### src/rtl/demo_scene_sequencer_if.sv
// Scene sequencer bus: frame/music/skip/cue-write inputs and the registered scene outputs.
interface demo_scene_sequencer_if #(
  parameter int unsigned SCENE_W = 2,
  parameter int unsigned POS_W   = 11,
  parameter int unsigned PHASE_W = 6
);
  logic               frame_tick;
  logic [POS_W-1:0]   song_position;
  logic               skip;
  logic               cue_wr_en;
  logic [SCENE_W-1:0] cue_wr_idx;
  logic [POS_W-1:0]   cue_wr_pos;
  logic [SCENE_W-1:0] cur_scene;
  logic [SCENE_W-1:0] next_scene;
  logic               trans_active;
  logic [PHASE_W-1:0] trans_phase;
  logic               scene_start;

  modport master (
    output frame_tick, song_position, skip, cue_wr_en, cue_wr_idx, cue_wr_pos,
    input  cur_scene, next_scene, trans_active, trans_phase, scene_start
  );

  modport slave (
    input  frame_tick, song_position, skip, cue_wr_en, cue_wr_idx, cue_wr_pos,
    output cur_scene, next_scene, trans_active, trans_phase, scene_start
  );
endinterface

### src/rtl/demo_scene_sequencer.sv
// Frame-synchronous scene scheduler: picks the displayed scene from a cue table, song wrap
// and user skip, and steps cross-fades one phase per frame.
module demo_scene_sequencer #(
  parameter int unsigned NUM_SCENES   = 4,
  parameter int unsigned SCENE_W      = 2,
  parameter int unsigned POS_W        = 11,
  parameter int unsigned TRANS_FRAMES = 64,
  parameter int unsigned PHASE_W      = 6
) (
  input  logic                    clk,
  input  logic                    rst_n,
  demo_scene_sequencer_if.slave   bus
);

  typedef enum logic {HOLD, TRANS} state_e;

  state_e             state_q, state_d;
  logic [SCENE_W-1:0] cur_q, cur_d;
  logic [SCENE_W-1:0] next_q, next_d;
  logic [PHASE_W-1:0] phase_q, phase_d;
  logic               start_q, start_d;
  logic               pend_q, pend_d;
  logic               skip_q;
  logic [POS_W-1:0]   last_pos_q;
  logic [POS_W-1:0]   cue_q [NUM_SCENES];

  logic               skip_rise, wrap, pend_eff, go;
  logic [SCENE_W-1:0] tgt, cur_inc;

  assign skip_rise = bus.skip & ~skip_q;
  assign wrap      = bus.frame_tick & (bus.song_position < last_pos_q);
  assign cur_inc   = (cur_q == SCENE_W'(NUM_SCENES - 1)) ? '0 : cur_q + SCENE_W'(1);

  always_ff @(posedge clk) begin
    if (!rst_n) begin
      state_q    <= HOLD;
      cur_q      <= '0;
      next_q     <= '0;
      phase_q    <= '0;
      start_q    <= 1'b0;
      pend_q     <= 1'b0;
      skip_q     <= 1'b0;
      last_pos_q <= '0;
    end else begin
      state_q    <= state_d;
      cur_q      <= cur_d;
      next_q     <= next_d;
      phase_q    <= phase_d;
      start_q    <= start_d;
      pend_q     <= pend_d;
      skip_q     <= bus.skip;
      if (bus.frame_tick) last_pos_q <= bus.song_position;
    end
  end

  // Cue reads in the next-state logic see the pre-write value, so a write on a tick edge applies from the next tick.
  always_ff @(posedge clk) begin
    if (!rst_n) begin
      for (int unsigned i = 0; i < NUM_SCENES; i++) cue_q[i] <= POS_W'(i * 256);
    end else if (bus.cue_wr_en) begin
      cue_q[bus.cue_wr_idx] <= bus.cue_wr_pos;
    end
  end

  always_comb begin
    state_d  = state_q;
    cur_d    = cur_q;
    next_d   = next_q;
    phase_d  = phase_q;
    start_d  = 1'b0;
    pend_d   = pend_q;
    pend_eff = pend_q | skip_rise;
    go       = 1'b0;
    tgt      = cur_q;
    unique case (state_q)
      HOLD: begin
        pend_d = pend_eff;
        if (bus.frame_tick) begin
          if (wrap && (cur_q != '0)) begin
            go  = 1'b1;
            tgt = '0;
          end else if (pend_eff) begin
            go  = 1'b1;
            tgt = cur_inc;
          end else if ((cur_q < SCENE_W'(NUM_SCENES - 1)) &&
                       (bus.song_position >= cue_q[cur_q + SCENE_W'(1)])) begin
            go  = 1'b1;
            tgt = cur_q + SCENE_W'(1);
          end
        end
        if (go) begin
          state_d = TRANS;
          next_d  = tgt;
          phase_d = '0;
          pend_d  = 1'b0;
        end
      end
      TRANS: begin
        pend_d = 1'b0;
        if (bus.frame_tick) begin
          if (phase_q == PHASE_W'(TRANS_FRAMES - 1)) begin
            state_d = HOLD;
            cur_d   = next_q;
            phase_d = '0;
            start_d = 1'b1;
          end else begin
            phase_d = phase_q + PHASE_W'(1);
          end
        end
      end
      default: state_d = HOLD;
    endcase
  end

  always_comb begin
    bus.cur_scene    = cur_q;
    bus.next_scene   = next_q;
    bus.trans_active = (state_q == TRANS);
    bus.trans_phase  = phase_q;
    bus.scene_start  = start_q;
  end

endmodule

### src/flat_wrapper.sv
// flat-port wrapper written by rule: the top's interface ports become plain ports
module demo_scene_sequencer_flat 
#(
  parameter int unsigned NUM_SCENES   = 4,
  parameter int unsigned SCENE_W      = 2,
  parameter int unsigned POS_W        = 11,
  parameter int unsigned TRANS_FRAMES = 64,
  parameter int unsigned PHASE_W      = 6
)
  (clk, rst_n, bus_frame_tick, bus_song_position, bus_skip, bus_cue_wr_en, bus_cue_wr_idx, bus_cue_wr_pos, bus_cur_scene, bus_next_scene, bus_trans_active, bus_trans_phase, bus_scene_start);
  demo_scene_sequencer_if #(.SCENE_W(SCENE_W), .POS_W(POS_W), .PHASE_W(PHASE_W)) bus_i ();
  input  logic clk;
  input  logic rst_n;
  input wire logic [$bits(bus_i.frame_tick)-1:0] bus_frame_tick;
  input wire logic [$bits(bus_i.song_position)-1:0] bus_song_position;
  input wire logic [$bits(bus_i.skip)-1:0] bus_skip;
  input wire logic [$bits(bus_i.cue_wr_en)-1:0] bus_cue_wr_en;
  input wire logic [$bits(bus_i.cue_wr_idx)-1:0] bus_cue_wr_idx;
  input wire logic [$bits(bus_i.cue_wr_pos)-1:0] bus_cue_wr_pos;
  output wire logic [$bits(bus_i.cur_scene)-1:0] bus_cur_scene;
  output wire logic [$bits(bus_i.next_scene)-1:0] bus_next_scene;
  output wire logic [$bits(bus_i.trans_active)-1:0] bus_trans_active;
  output wire logic [$bits(bus_i.trans_phase)-1:0] bus_trans_phase;
  output wire logic [$bits(bus_i.scene_start)-1:0] bus_scene_start;
  assign bus_i.frame_tick = bus_frame_tick;
  assign bus_i.song_position = bus_song_position;
  assign bus_i.skip = bus_skip;
  assign bus_i.cue_wr_en = bus_cue_wr_en;
  assign bus_i.cue_wr_idx = bus_cue_wr_idx;
  assign bus_i.cue_wr_pos = bus_cue_wr_pos;
  assign bus_cur_scene = bus_i.cur_scene;
  assign bus_next_scene = bus_i.next_scene;
  assign bus_trans_active = bus_i.trans_active;
  assign bus_trans_phase = bus_i.trans_phase;
  assign bus_scene_start = bus_i.scene_start;
  demo_scene_sequencer #(.NUM_SCENES(NUM_SCENES), .SCENE_W(SCENE_W), .POS_W(POS_W), .TRANS_FRAMES(TRANS_FRAMES), .PHASE_W(PHASE_W)) u_core (.clk(clk), .rst_n(rst_n), .bus(bus_i));
endmodule
### config.mk
export PLATFORM = sky130hd
export DESIGN_NAME = demo_scene_sequencer_flat
export DESIGN_NICKNAME = d
export VERILOG_FILES = /design/src/rtl/demo_scene_sequencer_if.sv /design/src/rtl/demo_scene_sequencer.sv /design/src/flat_wrapper.sv
export SDC_FILE = /design/constraint.sdc
export NUM_CORES = 1
export LEC_CHECK = 0
export CORE_UTILIZATION = 40
export CTS_CLUSTER_SIZE = 24
export DETAILED_ROUTE_END_ITERATION = 16
export PLACE_DENSITY = 0.56
export SKIP_CTS_REPAIR_TIMING = 1
export SYNTH_ARGS = -nofsm -noshare
export SYNTH_HDL_FRONTEND = slang
export SYNTH_SLANG_ARGS = --single-unit
export TNS_END_PERCENT = 1
### constraint.sdc
create_clock -name clk -period 3.5 [get_ports clk]
set_clock_uncertainty 0.1 [all_clocks]
set_input_delay 0.7 -clock clk [delete_from_list [all_inputs] [get_ports clk]]
set_output_delay 0.7 -clock clk [all_outputs]
set_load 0.02 [all_outputs]
# Word-level counts from Yosys, hierarchy flattened
# Memory sizes are Yosys's and may differ from the RTL's.
# Cells that the tools add are included.
dict set report word_totals {
  inputBits 29
  out_inout_bits 12
  memories 1
  ff_bits 25
  mem_bits_rw 44
  wordCells 59
}
# name words word_bits rd rd_clocked_by_memory_dff write_ports line_no
set memory_table {}
lappend memory_table {u_core.cue_q 4 11 1 0 4 demo_scene_sequencer.sv:25} ;# logic [POS_W-1:0] cue_q [NUM_SCENES];
dict set report op_classes {
  bitwise_logic 5
  n_reduce_logical 8
  n_eq_ne 4
  add_sub_neg 2
  n_lt_le_gt_ge 3
  n_mux 28
}
# op count
set ops {}
lappend ops {{two-way mux 6 bit} 3}
lappend ops {{two-way mux 1 bit} 15}
lappend ops {{two-way mux 2 bit} 6}
lappend ops {{one-hot mux 6 bit (2 select lines)} 1}
lappend ops {{greater-or-equal comparator 11 bit} 1}
lappend ops {{< comparator 11 bit} 1}
lappend ops {{two-way mux 11 bit} 1}
lappend ops {{OR reduction 11 bit} 1}
lappend ops {{adder 6 x 1 -> 6 bit, second input constant} 1}
lappend ops {{== test 6 bit, second input constant} 1}
lappend ops {{AND reduction 3 bit} 2}
lappend ops {{one-hot mux 1 bit (2 select lines)} 2}
lappend ops {{AND reduction 2 bit} 2}
lappend ops {{adder 2 x 1 -> 2 bit, second input constant} 1}
lappend ops {{AND 1 bit} 2}
lappend ops {{== test 2 bit, second input constant} 1}
lappend ops {{logical AND 1 bit} 2}
lappend ops {{< comparator 2 bit, second input constant} 1}
lappend ops {{!= test 2 x 1 -> 1 bit, second input constant} 1}
lappend ops {{!= test 2 bit, second input constant} 1}
lappend ops {{NOT 1 bit} 2}
lappend ops {{nonzero test 2 bit} 1}
lappend ops {{bitwise OR 1 bit} 1}

# Logic depth before layout (Yosys ltp)
# An unclocked memory read counts as a cell.
dict set report logic_depth {
  depth_word 11
  depth_mapped 13
  mapped_depth_nobuf 10
}

# Least setup slack after synthesis
# OpenSTA, ideal clock, no wires.
dict set report synth_path {
  path_kind {register to register}
  start {register u_core.cur_q[0] (netlist: u_core.bus.cur_scene[0])}
  end {register u_core.pend_q}
  path_stages_with_launch 14
  synth_period_minus_slack_ns 3.259
  setup_ns 0.060
  setup_slack_ns 0.241
  arrival_ns 3.099
  required_time_ns 3.340
  cell_sequence {dfxtp_1 -> buf_2 -> buf_4 -> inv_1 -> ha_1 -> buf_1 -> mux4_2 -> inv_1 -> ha_1 -> a21oi_1 -> o21ai_0 -> a21oi_1 -> o21a_2 -> o2111a_1}
}
dict set report synth_between {
  elab_chain_len 11
  elab_cells_between_ends 14
  classes_between {add/sub: 1; order compare: 2; mux: 7; reduce/logical: 3; memory: 1}
}
# item line_no
set synth_rtl {}
lappend synth_rtl {{from (decl)} demo_scene_sequencer.sv:18} ;# logic [SCENE_W-1:0] cur_q, cur_d;
lappend synth_rtl {{from (signal assigned)} demo_scene_sequencer.sv:46} ;# cur_q <= cur_d;
lappend synth_rtl {{adder 2 x 1 -> 2 bit} demo_scene_sequencer.sv:86} ;# (bus.song_position >= cue_q[cur_q + SCENE_W'(1)])) begin
lappend synth_rtl {{memory read (4 x 11 bit)} n/a}
lappend synth_rtl {{greater-or-equal comparator 11 bit} demo_scene_sequencer.sv:86}
lappend synth_rtl {{logical AND 1 bit} demo_scene_sequencer.sv:85} ;# end else if ((cur_q < SCENE_W'(NUM_SCENES - 1)) &&
lappend synth_rtl {{two-way mux 1 bit} demo_scene_sequencer.sv:85}
lappend synth_rtl {{two-way mux 1 bit} demo_scene_sequencer.sv:82} ;# end else if (pend_eff) begin
lappend synth_rtl {{two-way mux 1 bit (*)} demo_scene_sequencer.sv:79} ;# if (wrap && (cur_q != '0)) begin
lappend synth_rtl {{two-way mux 1 bit (*)} demo_scene_sequencer.sv:78} ;# if (bus.frame_tick) begin
lappend synth_rtl {{two-way mux 1 bit (*)} demo_scene_sequencer.sv:75} ;# unique case (state_q)
lappend synth_rtl {{two-way mux 1 bit (*)} demo_scene_sequencer.sv:91} ;# if (go) begin
lappend synth_rtl {{one-hot mux 1 bit (2 select lines) (*)} demo_scene_sequencer.sv:75}
lappend synth_rtl {{to (signal assigned)} demo_scene_sequencer.sv:50} ;# pend_q <= pend_d;
lappend synth_rtl {{to (decl)} demo_scene_sequencer.sv:22} ;# logic pend_q, pend_d;
# Every way passes the cells marked *; elsewhere a longest branch is shown, timed or not. The select of a mux whose other input is x is not followed.
# A chain may end at the register's enable or synchronous reset.

# Final worst setup path
dict set report layout_path {
  start {register u_core.cur_q[1] (netlist: u_core.bus.cur_scene[1])}
  end {register u_core.pend_q}
}
# Same word-level chain as after synthesis.

==> metrics.md <==
| Metric | Value |
|---|---|
| Fraction of synthesized cell area taken by the top area cell type | `between 30% and 40%` |
| CTS Buf Count | `9` |
| Share of final-layout standard cells stronger than drive strength 1 | `about 14%` |
| Number of antenna violations at the first check in global routing | `0` |
| Overall track demand over capacity in global routing | `~17%` |
| Gate count of the mapped netlist | `slightly above 300` |
| DRC violation count after routing | `0` |
| Cell leakage power | `around 1.7 nW` |
| Post-synthesis simple-gate area fraction | `between 10% and 20%` |
| Result of the run | `finished clean` |
| Number of flops mapped to enable cells by yosys | `44` |
| Die ar. | `between 9000 and 10000 sq um` |
| Die H | `between 90 and 100 um` |
| Final cell count without fillers | `about 470` |
| Starting density of the core | `about two fifths` |
| CTS H-tree depth | `3` |
| Synth Warn # | `0` |
| CP Max Fanout | `12` |
| Peak supply drop | `~0.00022 V` |
| Average cell area after synthesis | `~12 sq um` |
| Initial DRC Count | `just under 90` |
| Async S/R FF share, synth | `0%` |
| Via count | `2394` |
| Reg2reg end | `u_core.pend_q` |
| Total routed wirelength | `7420 um` |
| Post-DRT Antenna Nets | `0` |
| Synthesized net count | `roughly 360` |
| Slew at the pin with the worst max-slew slack | `approximately 610 ps` |
| Worst EP arrival | `~3300 ps` |
| Vias in the first global route | `2444` |
| Max-cap check violation count | `0` |
| Global-route congestion overflow total | `0` |
| X dimension of the die | `97.1 um` |
| Maximum number of pins on one net before global-route repair | `38` |
| Clk buf depth | `2` |
| Main area contributors after synthesis | `sky130_fd_sc_hd__edfxtp_1 (37%), sky130_fd_sc_hd__dfxtp_1 (14%), sky130_fd_sc_hd__ha_1 (8.3%)` |
| Fraction of the mapped netlist area in compound gates | `~7.4%` |
| Number of pins with negative max-slew slack in the final report | `0` |
| Total power density per cell area | `around 410 nW/um^2` |
| Setup repair after global routing missed its margin | `no` |
| Startpoint of the worst hold path | `u_core.bus.trans_phase[5]` |
| Drt wl/cell | `between 15 and 20 um` |
| Area of the mapped netlist | `3620 sq um` |
| Final setup violating endpoints | `0` |
| I/O pin count | `41` |
| Shortest clock period the worst path allows after layout | `between 3000 and 4000 ps` |
| Synth unique cells | `47` |
| Final clock period utilization by the worst path | `about nine tenths` |
| DRT Pass-1 Iters | `4` |
| Cells on Worst Hold Path | `1` |
| Worst min-delay path endpoint | `u_core.bus.trans_phase[5]` |
| Floorplan Core Area | `around 8700 sq um` |
| Post-Synth XOR/XNOR Area | `0%` |
| Number of placement rows | `34` |
| Kind of end point of the critical path | `flop` |
| Fin Setup TNS | `0 ps` |
| Most common cell in the netlist | `sky130_fd_sc_hd__edfxtp_1` |
| Reg-to-reg critical path startpoint | `u_core.bus.cur_scene[1]` |
| Clock tree from TritonCTS | `done` |
| DP Cell Count | `around 450` |
| Diode insertion count for antenna repair | `0` |
| Clock latency at the later pin of the worst-skew pair | `between 300 and 400 ps` |
| Sequential cell area fraction in the yosys report | `between 50% and 60%` |
| Hold WC Path Type | `reg2reg` |
| Required time at the endpoint of the critical path | `3670 ps` |
| Ranking of synthesized cells by instance count | `sky130_fd_sc_hd__edfxtp_1 (44), sky130_fd_sc_hd__and2_1 (35), sky130_fd_sc_hd__dfxtp_1 (25)` |
| Fin nets | `roughly 410` |
| GP Congestion | `between 0.7 and 0.8` |
| Fraction of the mapped netlist area in adder cells | `approximately 8.3%` |
| Clock tree root buffer cell | `sky130_fd_sc_hd__clkbuf_8` |
| Flop and latch count out of synthesis | `slightly below 70` |
| First-pass GRT wire length | `roughly 12000 um` |
| Kind of launch point of the worst setup path | `flop` |
| Area growth from synthesis to layout | `20.2%` |
| Vias per inst | `a little over 5` |
| Final hold viol count | `0` |
| Worst R2R Path Depth | `10` |
| Clock input transition at the sequential cells of the worst setup and hold paths | `roughly 80 ps` |
| Worst reg2reg setup slack | `between 300 and 400 ps` |
| Worst Path Class, Setup | `reg2reg` |
| Leading area contributor after synthesis | `sky130_fd_sc_hd__edfxtp_1` |
| Detailed Place HPWL | `5150 um` |
| Highest clock frequency the design can meet | `approximately 320 MHz` |
| Share of synthesized area spent on multiplexers | `10.4%` |
| Count of input and output buffers | `40` |
| Synth Flop Type | `sky130_fd_sc_hd__edfxtp_1` |
| # clock sinks | `69` |
| Remaining max-slew budget at the tightest pin | `roughly 59%` |
| Main combinational cell family by area after synthesis | `simple AND/OR/NAND/NOR gates` |
==> cell type report <==
cell class	instances	area [sq um]
tap	108	135
clock inverter	5	62.6
multi-input combinational	201	1640
timing repair buffer	49	468
inverter	24	90.1
sequential	69	1820
fill	798	4370
clock buffer	11	131
==> per-stage QoR <==
| stage | setup WS, ps | power, W | area, sq um | utilization (%) | hold WS [ps] |
|---|---|---|---|---|---|
| final | 384 | 0.00180 | 4350 | 49.8 | 390 |
| after global routing | 184 | 0.00188 | 4350 | 49.8 | 445 |
| after CTS | 355 | 0.00182 | 4350 | 49.8 | 387 |
| after detailed placement | 391 | 0.00118 | 4150 | 47.6 | 377 |
| after global placement | 502 | 0.00118 | 4150 | 47.6 | 362 |
| after floorplan | 241 | 0.00108 | 3620 | - | 374 |
==> registers in the layout, indices dropped and copies added (netlist names) <==
| register | cells |
|---|---|
| u_core.bus.trans_active | 1 |
| u_core.bus.trans_phase | 6 |
| u_core.bus.cur_scene | 2 |
| u_core.bus.scene_start | 1 |
| u_core.pend_q | 1 |
| u_core.cue_q | 44 |
| u_core.bus.next_scene | 2 |
| u_core.last_pos_q | 11 |
| u_core.skip_q | 1 |
==> kinds of logic after synthesis <==
family | count (synthesis)
buf+inv | 38
fa+ha+maj | 24
simple gates | 116
flops | 69
compound gates | 37
mux | 24
==> worst max path at each step <==
stage | startpoint | endpoint | slack, ps | depth (start not counted)
after detailed placement | u_core.bus.cur_scene[1] | u_core.pend_q | 390 | 10
after CTS | u_core.bus.cur_scene[1] | u_core.pend_q | 360 | 10
final | u_core.bus.cur_scene[1] | u_core.pend_q | 380 | 10
after global placement | u_core.bus.cur_scene[1] | u_core.pend_q | 500 | 10
after floorplan | u_core.bus.cur_scene[0] | u_core.pend_q | 240 | 13
after global routing | u_core.bus.cur_scene[1] | u_core.bus.trans_phase[5] | 180 | 10
==> cell usage in the layout, fill, tap and decap left out, types with 11 or more instances in the layout <==
| master | Yosys | layout |
|---|---|---|
| sky130_fd_sc_hd__mux4_2 | 11 | 11 |
| sky130_fd_sc_hd__and2_1 | 35 | 35 |
| sky130_fd_sc_hd__dfxtp_1 | 25 | 25 |
| sky130_fd_sc_hd__mux2i_1 | 13 | 13 |
| sky130_fd_sc_hd__clkdlybuf4s50_1 | 0 | 40 |
| sky130_fd_sc_hd__nand2_1 | 17 | 17 |
| sky130_fd_sc_hd__edfxtp_1 | 44 | 44 |
| sky130_fd_sc_hd__ha_1 | 24 | 24 |
| sky130_fd_sc_hd__nor2b_1 | 15 | 15 |
| sky130_fd_sc_hd__inv_1 | 24 | 24 |
==> where the power goes <==
part           internal [W]  leakage, nW  switching [W]  total, W
Clock              0.000332       0.0897       0.000309  0.000641
Sequential         0.000917        0.633      0.0000215  0.000939
Combinational      0.000108        0.937       0.000111  0.000220
==> layer usage <==
| layer | GRT usage, % | wire length [um] | up-vias |
|---|---|---|---|
| met5 | 0 | 0 | - |
| met4 | 4.59 | 64 | 0 |
| met3 | 4.46 | 311 | 5 |
| met2 | 27.7 | 3580 | 54 |
| met1 | 22.6 | 3460 | 1139 |
| li1 | - | - | 1196 |
==> critical path, cell delays in order, from the launching register on <==
cell and delay, ps:
sky130_fd_sc_hd__dfxtp_1 380, sky130_fd_sc_hd__inv_1 60, sky130_fd_sc_hd__ha_1 650, sky130_fd_sc_hd__mux4_2 410, sky130_fd_sc_hd__inv_1 70, sky130_fd_sc_hd__ha_1 230
sky130_fd_sc_hd__a21oi_1 140, sky130_fd_sc_hd__o21ai_0 90, sky130_fd_sc_hd__a21oi_1 440, sky130_fd_sc_hd__o21a_2 280, sky130_fd_sc_hd__o2111a_1 200
No activity file was read; power rests on OpenSTA's default activity.
==> edit 1 (same flow settings) <==
`POS_W` is set to 11 in 3 places; all go to 22.
--- a/src/rtl/demo_scene_sequencer_if.sv
+++ b/src/rtl/demo_scene_sequencer_if.sv
@@ -1,7 +1,7 @@
 // Scene sequencer bus: frame/music/skip/cue-write inputs and the registered scene outputs.
 interface demo_scene_sequencer_if #(
   parameter int unsigned SCENE_W = 2,
-  parameter int unsigned POS_W   = 11,
+  parameter int unsigned POS_W   = 22,
   parameter int unsigned PHASE_W = 6
 );
   logic               frame_tick;
--- a/src/rtl/demo_scene_sequencer.sv
+++ b/src/rtl/demo_scene_sequencer.sv
@@ -3,7 +3,7 @@
 module demo_scene_sequencer #(
   parameter int unsigned NUM_SCENES   = 4,
   parameter int unsigned SCENE_W      = 2,
-  parameter int unsigned POS_W        = 11,
+  parameter int unsigned POS_W        = 22,
   parameter int unsigned TRANS_FRAMES = 64,
   parameter int unsigned PHASE_W      = 6
 ) (
--- a/src/flat_wrapper.sv
+++ b/src/flat_wrapper.sv
@@ -3,7 +3,7 @@
 #(
   parameter int unsigned NUM_SCENES   = 4,
   parameter int unsigned SCENE_W      = 2,
-  parameter int unsigned POS_W        = 11,
+  parameter int unsigned POS_W        = 22,
   parameter int unsigned TRANS_FRAMES = 64,
   parameter int unsigned PHASE_W      = 6
 )
Ports: changed (resized bus_cue_wr_pos and bus_song_position); port bits go from 41 to 63. No check against the original RTL was run, so the function may have changed too.
==> edit 1 against the original RTL <==
Sequential cell count is 55 higher; non-clock buffer count grew 28; synthesized area grew 78%; worst setup slack got worse by 0.18 ns; maximum frequency shrank 5.4%; routed wire length is 90% higher; synthesized cell count is 73% higher; total power up 110%; global-route usage grew 1.5 points; final area grew 83%; count of clock-buffer cells in the layout grew 9; critical endpoint is now u_core.bus.trans_phase[1]$_SDFFE_PN0P_; largest cell class unchanged; highest routed layer unchanged.
==> edit 1: results (changes against the original RTL) <==
run_status:
  outcome: "complete, no violations"
cts:
  clk_pin_slew_ns: 0.06  # -0.02 ns
  numCtsBuffers: 17  # +8
  htreeDepth: 4  # +1
  insertion_delay_ns: 0.42  # +0.08 ns
  cts-root-buf: "clkbuf_16"
grt:
  grt_usage_pct: 18.6  # +1.5 points
  grt_max_degree: 37  # -2.6%
worst_setup_path:
  reg2regPathDepth: 14  # +4
  crit_arrival_ns: 3.55  # +0.27 ns
  reg2reg_slack_ns: 0.21  # -0.18 ns
  cp_slowest_stage_delay_ns: 0.35  # -0.30 ns
finish:
  largest_reg_flops: 88  # +100%
  nets: 701  # +72%
drt:
  wl_um: 14100  # +90%
  drt_iter0_drc: 221  # +150%
synth:
  synth.area.top_cells: "edfxtp_1 41%, dfxtp_1 11%, ha_1 8.9%"
  synth_edf_count: 88  # +100%
  synth.distinct_cells: 43  # -8.5%
  syn_nets: 629  # +74%
power_and_ir_drop:
  ir_worst_vdd_uv: 330  # +52%
  leakagePower_uw: 0.00314  # +89%
  p_sw_share_pct: 23.6  # -0.94 points
min_path:
  hold_start: "u_core.bus.next_scene[1]$_SDFFE_PN0P_"
  hold_end: "u_core.bus.next_scene[1]$_SDFFE_PN0P_"
  whs_path_depth: 2  # +1
placement:
  port_buffers: 62  # +55%
  dp_hpwl_um: 9660  # +88%
  gp_congestion: 0.746  # -2.9%
timing:
  max_slew_margin_pct: 66.2  # +6.8 points
==> edit 1: cell types whose count changed after synthesis, moves of 9 or more <==
| cell | delta |
|---|---|
| edfxtp_1 | +44 |
| and2_1 | +31 |
| inv_1 | +25 |
| ha_1 | +22 |
| and3_1 | +13 |
| nor2b_1 | +13 |
| a21oi_1 | +11 |
| dfxtp_1 | +11 |
| mux4_2 | +11 |
| mux2i_1 | +10 |
| clkbuf_1 | +9 |
==> edit 1: worst max path at each step <==
stage / to / cells past startpoint
finish: u_core.bus.trans_phase[1]$_SDFFE_PN0P_ / 14
global route: u_core.bus.trans_phase[3]$_SDFFE_PN0P_ / 14
CTS: u_core.bus.trans_phase[3]$_SDFFE_PN0P_ / 14
detailed placement: u_core.bus.trans_phase[3]$_SDFFE_PN0P_ / 14
global placement: u_core.bus.trans_phase[3]$_SDFFE_PN0P_ / 10
floorplan: u_core.bus.trans_phase[1]$_SDFFE_PN0P_ / 15
==> edit 1: worst max-delay path: cells and delay by family (launching register included) <==
kind / cells / cell delay (ns)
compound gates: 3 / 0.60
fa+ha+maj: 2 / 0.53
buf+inv: 4 / 0.48
flops: 1 / 0.35
mux: 1 / 0.31
simple gates: 4 / 0.87
==> edit 1: logic make-up (layout without fill, tap and decap cells) <==
group                      after synthesis  after routing  synth area share [%]
buffers and inverters                   73            158                  4.29
DFF                                    124            124                  52.2
AOI/OAI and AO/OA                       55             55                  5.98
muxes                                   45             45                  11.3
adders and majority gates               46             46                  8.93
and+or+nand+nor                        189            189                  17.4
==> edit 1: metrics by stage <==
stage	hold slack (ns)	power, µW	util [%]	setup WS, ns	instances
after global routing	0.405	3850	50.2	0.0261	833
after detailed placement	0.386	2130	46.6	-0.0139	801
final	0.399	3710	50.2	0.207	833
after floorplan	0.374	1960	-	0.0641	532
after global placement	0.385	2120	46.6	0.0668	801
after CTS	0.395	3740	50.0	-0.0343	833
==> edit 1: cell type report <==
type	count	area [µm²]
Clock inverter	12	100
Inverter	49	184
Fill cell	1403	7890
Clock buffer	20	437
Tap cell	216	270
Timing Repair Buffer	77	739
Sequential cell	124	3370
Multi-Input combinational cell	335	2850
==> edit 1: per-layer routing <==
| metal | global-route usage [%] | up-vias | share of wire (%) |
|---|---|---|---|
| li1 | - | 2058 | - |
| met2 | 30.0 | 78 | 47 |
| met4 | 7.75 | 0 | 1.8 |
| met5 | 0 | - | 0 |
| met3 | 4.16 | 17 | 3.8 |
| met1 | 24.2 | 1958 | 48 |
==> edit 1: power by group through the flow <==
stage | clock network [µW] | registers, µW | logic (µW)
3_3_place_gp | 0 | 1740 | 385
3_5_place_dp | 0 | 1740 | 395
6_report | 1600 | 1710 | 397
4_1_cts | 1630 | 1710 | 396
5_1_grt | 1690 | 1720 | 448
2_1_floorplan | 0 | 1730 | 230
==> edit 2 (config.mk and constraints unchanged) <==
Made on the original files. Make the reset (`rst_n`) asynchronous in 2 clocked blocks.
--- a/src/rtl/demo_scene_sequencer.sv
+++ b/src/rtl/demo_scene_sequencer.sv
@@ -31,7 +31,7 @@
   assign wrap      = bus.frame_tick & (bus.song_position < last_pos_q);
   assign cur_inc   = (cur_q == SCENE_W'(NUM_SCENES - 1)) ? '0 : cur_q + SCENE_W'(1);
 
-  always_ff @(posedge clk) begin
+  always_ff @(posedge clk or negedge rst_n) begin
     if (!rst_n) begin
       state_q    <= HOLD;
       cur_q      <= '0;
@@ -54,7 +54,7 @@
   end
 
   // Cue reads in the next-state logic see the pre-write value, so a write on a tick edge applies from the next tick.
-  always_ff @(posedge clk) begin
+  always_ff @(posedge clk or negedge rst_n) begin
     if (!rst_n) begin
       for (int unsigned i = 0; i < NUM_SCENES; i++) cue_q[i] <= POS_W'(i * 256);
     end else if (bus.cue_wr_en) begin
Check against the original RTL: differs if rst_n is asserted again (counterexample within 4 cycles, from zero or initial values and one cycle with rst_n low); with rst_n held inactive, the same outputs for 10 cycles.
==> edit 2 against the original RTL <==
Die area decreased by 2.1%; sequential cell count unchanged; synthesized area decreased by 2.1%; synthesized cell count decreased by 8.8%; utilization increased by 1.1 points; final area decreased by 1.8%; routed wire length decreased by 9.3%; worst setup slack improved by 0.074 ns; maximum frequency increased by 2.4%; critical path type unchanged.
Power is not compared: it rests on default switching activity, and its combinational part moved more than twofold at a synthesized area within 25%.
==> edit 2: results (changes against the original RTL) <==
run_status:
  outcome: "complete, no violations"
placement:
  gp_congestion: 0.688  # -10%
  dp_hpwl_um: 4750  # -7.7%
  placed_cells: 421  # -6.7%
  placed_cell_area_um2: 4030  # -2.9%
finish:
  final_layout_size_suffix_gt1_share_pct: 24.7  # +11 points
  post-route-util_pct: 50.9  # +1.1 points
  stdcell_count: 437  # -6.4%
synth:
  synth_fa_ha_area_share_pct: 8.48  # +0.18 points
  yosysSeqAreaShare_pct: 48.9  # -1.5 points
  synthCells: 281  # -8.8%
  synth_edf_count: 0  # -100%
  muxShareOfSynthArea_pct: 22.2  # +12 points
  synthFlopType: "dfrtp_1"
  synth.distinct_cells: 41  # -13%
drt:
  drt_iter0_drc: 110  # +25%
  vias: 2238  # -6.5%
  met3_wirelength_um: 205  # -34%
  met1_length_um: 3380  # -2.5%
timing:
  tightest_slew_ns: 0.653  # +0.0429 ns
min_path:
  hold_class: "input pin to async pin"
grt:
  grt_pass1_vias: 2256  # -7.7%
  grt_max_degree: 45  # +18%
  grtUsageMet3_pct: 3.16  # -1.3 points
  met2_usage_pct: 24.8  # -2.9 points
worst_setup_path:
  crit_arrival_ns: 3.17  # -0.11 ns
## edit 2: changes by cell type in the layout (fill, tap and decap cells not counted), moves of 8 or more
cell / unedited run / this run
edfxtp_1: 44 / 0
and3_1: 10 / 2
mux2_2: 0 / 39
nor2b_1: 15 / 2
mux2i_1: 13 / 3
dfxtp_1: 25 / 0
and2_1: 35 / 0
o21ai_0: 9 / 19
dfrtp_1: 0 / 65
## edit 2: critical path, delay by kind of cell, from the launching register on
family | cells | cell delay, ns
and+or+nand+nor | 1 | 0.04
muxes | 1 | 0.39
DFF | 1 | 0.37
AOI/OAI and AO/OA | 5 | 1.03
buffers and inverters | 1 | 0.07
adders and majority gates | 2 | 0.93
## edit 2: cell type report
type                       instances  share of cell area (%)
sequential                        69                    40.6
multi-input combinational        176                    38.4
timing repair buffer              45                    10.1
tap                              105                    3.08
clock buffer                      10                    2.99
clock inverter                     6                    2.61
inverter                          26                    2.29
